--- src/rtl/vga_rect_plotter.sv ---
// Rectangle draw engine feeding vga_adapter: one command in, one raster-order pixel per clock out.
// Optional PLOTTER_CLIP_EN suppresses plot for positions at or beyond SCREEN_W x SCREEN_H.
module vga_rect_plotter #(
  parameter int X_W      = 9,
  parameter int Y_W      = 8,
  parameter int COLOR_W  = 3,
  parameter int SCREEN_W = 320,
  parameter int SCREEN_H = 240
) (
  input  logic               clock,
  input  logic               resetn,
  input  logic               cmd_valid,
  output logic               cmd_ready,
  input  logic [X_W-1:0]     cmd_x,
  input  logic [Y_W-1:0]     cmd_y,
  input  logic [X_W-1:0]     cmd_w,
  input  logic [Y_W-1:0]     cmd_h,
  input  logic [COLOR_W-1:0] cmd_color,
  input  logic               cmd_mode,
  output logic               busy,
  output logic               done,
  output logic               plot,
  output logic [X_W-1:0]     X,
  output logic [Y_W-1:0]     Y,
  output logic [COLOR_W-1:0] color
);

  typedef enum logic [1:0] {
    S_IDLE = 2'd0,
    S_DRAW = 2'd1,
    S_DONE = 2'd2
  } state_t;

  state_t r_state;
  state_t w_next;

  logic               r_ready;
  logic [X_W-1:0]     r_x0;
  logic [Y_W-1:0]     r_y0;
  logic [X_W-1:0]     r_w;
  logic [Y_W-1:0]     r_h;
  logic [COLOR_W-1:0] r_color;
  logic               r_mode;
  logic [X_W-1:0]     r_cx;
  logic [Y_W-1:0]     r_cy;
  logic               r_plot;
  logic [X_W-1:0]     r_X;
  logic [Y_W-1:0]     r_Y;
  logic [COLOR_W-1:0] r_pix_color;

  logic               w_accept;
  logic               w_empty;
  logic               w_row_end;
  logic               w_last;
  logic [X_W-1:0]     w_x0;
  logic [Y_W-1:0]     w_y0;
  logic [X_W-1:0]     w_w;
  logic [Y_W-1:0]     w_h;
  logic [COLOR_W-1:0] w_color;
  logic               w_mode;
  logic [X_W-1:0]     w_ncx;
  logic [Y_W-1:0]     w_ncy;
  logic               w_border;
  logic               w_clip;
  logic [X_W-1:0]     w_px;
  logic [Y_W-1:0]     w_py;
  logic               w_plot_next;
  logic               w_load;

  assign w_accept  = (r_state == S_IDLE) && cmd_valid && r_ready;
  assign w_empty   = (cmd_w == '0) || (cmd_h == '0);
  assign w_row_end = (r_cx == r_w - 1'b1);
  assign w_last    = w_row_end && (r_cy == r_h - 1'b1);

  always_ff @(posedge clock or negedge resetn) begin
    if (!resetn) r_state <= S_IDLE;
    else         r_state <= w_next;
  end

  always_comb begin
    w_next = r_state;
    case (r_state)
      S_IDLE: if (w_accept) w_next = w_empty ? S_DONE : S_DRAW;
      S_DRAW: if (w_last)   w_next = S_DONE;
      S_DONE: w_next = S_IDLE;
      default: w_next = S_IDLE;
    endcase
  end

  // On accept the first pixel is computed straight from the command inputs,
  // so it is on the outputs the cycle after the handshake.
  always_comb begin
    w_x0    = r_x0;
    w_y0    = r_y0;
    w_w     = r_w;
    w_h     = r_h;
    w_color = r_color;
    w_mode  = r_mode;
    w_ncx   = w_row_end ? '0 : r_cx + 1'b1;
    w_ncy   = w_row_end ? r_cy + 1'b1 : r_cy;
    if (w_accept) begin
      w_x0    = cmd_x;
      w_y0    = cmd_y;
      w_w     = cmd_w;
      w_h     = cmd_h;
      w_color = cmd_color;
      w_mode  = cmd_mode;
      w_ncx   = '0;
      w_ncy   = '0;
    end
  end

  assign w_border = (w_ncx == '0) || (w_ncx == w_w - 1'b1) ||
                    (w_ncy == '0) || (w_ncy == w_h - 1'b1);
  assign w_px     = w_x0 + w_ncx;
  assign w_py     = w_y0 + w_ncy;

`ifdef PLOTTER_CLIP_EN
  logic [X_W:0] w_sum_x;
  logic [Y_W:0] w_sum_y;
  assign w_sum_x = {1'b0, w_x0} + {1'b0, w_ncx};
  assign w_sum_y = {1'b0, w_y0} + {1'b0, w_ncy};
  assign w_clip  = (w_sum_x >= (X_W+1)'(SCREEN_W)) || (w_sum_y >= (Y_W+1)'(SCREEN_H));
`else
  assign w_clip  = 1'b0;
`endif

  assign w_plot_next = (!w_mode || w_border) && !w_clip;
  assign w_load      = (w_next == S_DRAW);

  always_ff @(posedge clock or negedge resetn) begin
    if (!resetn) begin
      r_ready     <= 1'b0;
      r_x0        <= '0;
      r_y0        <= '0;
      r_w         <= '0;
      r_h         <= '0;
      r_color     <= '0;
      r_mode      <= 1'b0;
      r_cx        <= '0;
      r_cy        <= '0;
      r_plot      <= 1'b0;
      r_X         <= '0;
      r_Y         <= '0;
      r_pix_color <= '0;
    end else begin
      r_ready <= (w_next == S_IDLE);
      if (w_accept) begin
        r_x0    <= cmd_x;
        r_y0    <= cmd_y;
        r_w     <= cmd_w;
        r_h     <= cmd_h;
        r_color <= cmd_color;
        r_mode  <= cmd_mode;
      end
      if (w_load) begin
        r_cx        <= w_ncx;
        r_cy        <= w_ncy;
        r_X         <= w_px;
        r_Y         <= w_py;
        r_pix_color <= w_color;
        r_plot      <= w_plot_next;
      end else begin
        // X/Y/color keep the last scanned pixel while idle or completing
        r_cx   <= '0;
        r_cy   <= '0;
        r_plot <= 1'b0;
      end
    end
  end

  assign cmd_ready = r_ready;
  assign busy      = (r_state != S_IDLE);
  assign done      = (r_state == S_DONE);
  assign plot      = r_plot;
  assign X         = r_X;
  assign Y         = r_Y;
  assign color     = r_pix_color;

endmodule
--- config.mk ---
export PLATFORM = sky130hd
export DESIGN_NAME = vga_rect_plotter
export DESIGN_NICKNAME = d
export VERILOG_FILES = /design/src/rtl/vga_rect_plotter.sv
export SDC_FILE = /design/constraint.sdc
export NUM_CORES = 1
export LEC_CHECK = 0
export CAP_MARGIN = 10
export CORE_UTILIZATION = 60
export DETAILED_ROUTE_END_ITERATION = 8
export PLACE_DENSITY = 0.88
export SYNTH_ARGS = -nofsm -noshare
export SYNTH_HDL_FRONTEND = slang
export SYNTH_SLANG_ARGS = --single-unit
--- constraint.sdc ---
create_clock -name clock -period 10.7 [get_ports clock]
set_input_delay 2.14 -clock clock [delete_from_list [all_inputs] [get_ports clock]]
set_output_delay 2.14 -clock clock [all_outputs]
set_load 0.02 [all_outputs]
==> results_dict.tcl <==
set metrics [dict create \
    numPortBuffers 64 \
    power.density_nw_per_um2 278 \
    postCtsSetupBuffers 0 \
    syn_area_um2 5320 \
    clkLatencyLatePin_ns 0.36 \
    fmax_mhz 154 \
    maxCapViolations 0 \
    cts_sinks 79 \
    vias 4671 \
    async_flop_share_pct 100 \
    fp.dieArea_um2 9240 \
    drv_slew 0 \
    post-route-drc-count 0 \
    start_util_pct 63.5 \
    skew_ns 0.00864 \
    worstPathRequired_ns 10.96 \
    clock_path_buffers 2 \
    grt_pass1_vias 4588 \
    irDropWorstVdd_mv 0.192 \
    drive_above_1_share_pct 7.30 \
    grt_overflow_total 0 \
    setup_viol 0 \
    path_cells "clkdlybuf4s50_1 > and4bb_2 > buf_4 > or2_1 > nor2_1 > ha_1 > fa_1 > a21o_1 > a21oi_1 > a21oi_1 > a211o_1 > maj3_2 > maj3_2 > xnor2_1 > a21oi_1" \
    cp_top_family "adder cells" \
    critPathBufInv 2 \
    io_pins 65 \
    post_synth_num_cell_types 68 \
    worstPathArrival_ns 6.74 \
    die_y_um 96.2 \
    outcome "completed" \
    die_w_um 96.2 \
    final_cell_mix "nand2_1 (126), dfrtp_1 (79), clkdlybuf4s50_1 (63)" \
    synthesis.nets 682 \
    wirelength_um 13200 \
    ys_seq_area_share_pct 37.2 \
    grt_pass1_wl_um 22100 \
    cts_buffers 9 \
    end_kind "flop" \
    critPathMaxFanout 67 \
    viasPerCell 6.02 \
    antenna_found_initial 0 \
    fin_crit_sh_pct 60.6 \
    postRouteAntennaNets 0 \
    cts_hold_buf 0 \
    cts.clk_slew.worst_paths_ns 0.09 \
    num_rows 33 \
    cp_common_cell "a21oi_1" \
    setup_tns_ns 0 \
    fin_crit_ns 6.48 \
    coreArea_um2 8380 \
    grt_max_degree 80 \
    syn_inst 621 \
    drt-pass1-iter-count 5 \
    rsz0062_at_grt "false" \
    drtIter0Drc 525 \
    cts.repair.resized 0 \
    cts_tree "yes" \
    h-tree-depth 3 \
    worst_pin_slew_ns 0.998 \
    worstSetupPathType "in2reg" \
    final_net_count 727 \
    clockRootBuffer "clkbuf_8" \
    antennaDiodeCount 0 \
    grt_usage_pct 31.0 \
    critPathLaunchType "input pin" \
    multiInputGateArea_um2 3100 \
    ys.flop_type "dfrtp_1" \
    yosysWarnings 0 \
    maxSlewHeadroom_pct 33.5 \
    dp_hpwl_um 8990 \
    synth-edff-count 0 \
    critical-path-slowest-cell "buf_4" \
    critPathMaxStageDelay_ns 0.58 \
    place_ws_ns 4.05 \
    min_path_type "reg2reg" \
    layout-area-overhead-vs-synth_pct 15.8 \
    synth.avg_cell_area_um2 8.56 \
    nFillCells 595 \
    wl_per_cell_um 17.0 \
    hold_viol_final 0 \
    layout_commonest_cell "nand2_1" \
    gp_congestion 0.893 \
    seqCellArea_um2 1980 \
    finalWorstSetupSlack_ns 4.22 \
    synth_seq_cells 79 \
    leakage_nw 2.75 \
]
[metal layers]
layer,track usage (%),part of all wire (%),vias up
li1,-,-,2211
met1,43.0,44,2230
met2,49.9,48,210
met3,5.45,7.1,20
met4,8.71,1.2,0
met5,0,0,-
[per-stage QoR]
stage                     hold WS (ns)  std cells  cell area [µm²]  utilization (%)  power [mW]
after CTS                        0.487        776             6160             73.5        1.70
after global placement           0.453        760             5960             71.1        1.41
after floorplan                  0.437        621             5320                -        1.20
after global routing             0.511        776             6160             73.5        1.83
after detailed placement         0.468        760             5960             71.1        1.46
final                            0.489        776             6160             73.5        1.72
[power breakdown]
group / total [mW] / switching, mW / internal [mW]
logic: 0.963 / 0.539 / 0.424
clock network: 0.229 / 0.120 / 0.109
registers: 0.524 / 0.105 / 0.419
[flip-flops by register name, indices dropped and copies added (netlist names)]
name	cells
X	9
Y	8
cmd_ready	1
color	3
plot	1
r_color	3
r_cx	9
r_cy	8
r_h	8
r_mode	1
r_state	2
r_w	9
r_x0	9
r_y0	8
[cells in the mapped netlist, types with 3 or more instances]
cell	n	area share [%]
and2_1	4	0.47
nor4_1	7	0.82
inv_1	26	1.8
buf_6	3	0.64
nand3_1	14	1.3
dfrtp_1	79	37
nor2_1	43	3.0
clkbuf_1	20	1.4
a21oi_1	31	2.9
nand4_1	7	0.82
a21o_1	7	0.99
buf_4	3	0.42
ha_1	18	4.2
xnor2_1	45	7.4
and3_1	5	0.59
a31oi_1	8	0.94
nand2_1	126	8.9
mux2_2	12	2.5
nor3_1	28	2.6
a211o_1	3	0.49
buf_2	5	0.47
o21bai_1	3	0.42
mux2i_1	5	0.94
xor2_1	23	3.8
nor3b_1	3	0.42
or3_1	5	0.59
o21ai_1	3	0.28
o21ai_0	20	1.9
nor2b_1	11	1.3
[cell families (layout without fill, tap and decap cells)]
family,count (synthesis),after routing,share of synthesized area (%)
AOI/OAI and AO/OA,100,100,12.3
xor gates and xnor gates,69,69,11.6
adders and majority gates,22,22,5.41
buffers and inverters,59,109,4.92
DFF,79,79,37.2
muxes,20,20,4.54
and+or+nand+nor,272,272,24.1
[final cells by class]
cell class,count,share of cell area (%)
clock buffer,10,2.07
clock inverter,6,1.14
inverter,26,1.58
multi-input combinational,483,50.3
sequential,79,32.1
tap,105,2.13
timing repair buffer,67,10.7
[worst register-to-register path, delay by kind of cell, from the launching register on]
family | cells | cell delay, ns
compound gates | 7 | 1.83
simple gates | 5 | 1.81
fa+ha+maj | 4 | 1.29
flops | 1 | 0.48
xor+xnor | 1 | 0.14
[final timing paths]
check	from	to	slack, ns	depth (start not counted)
worst max-delay path	cmd_valid	X[8]$_DFFE_PN0N_	4.22	15
worst min-delay path	Y[6]$_DFFE_PN0N_	Y[6]$_DFFE_PN0N_	0.49	2
worst max register to register	r_w[0]$_DFF_PN0_	X[8]$_DFFE_PN0N_	5.06	17
worst min register to register	Y[6]$_DFFE_PN0N_	Y[6]$_DFFE_PN0N_	0.49	2
max in group asynchronous	resetn	r_cx[0]$_DFF_PN0_	8.11	1
min in group asynchronous	resetn	Y[7]$_DFFE_PN0N_	1.93	1
(Power assumes the default switching activity.)
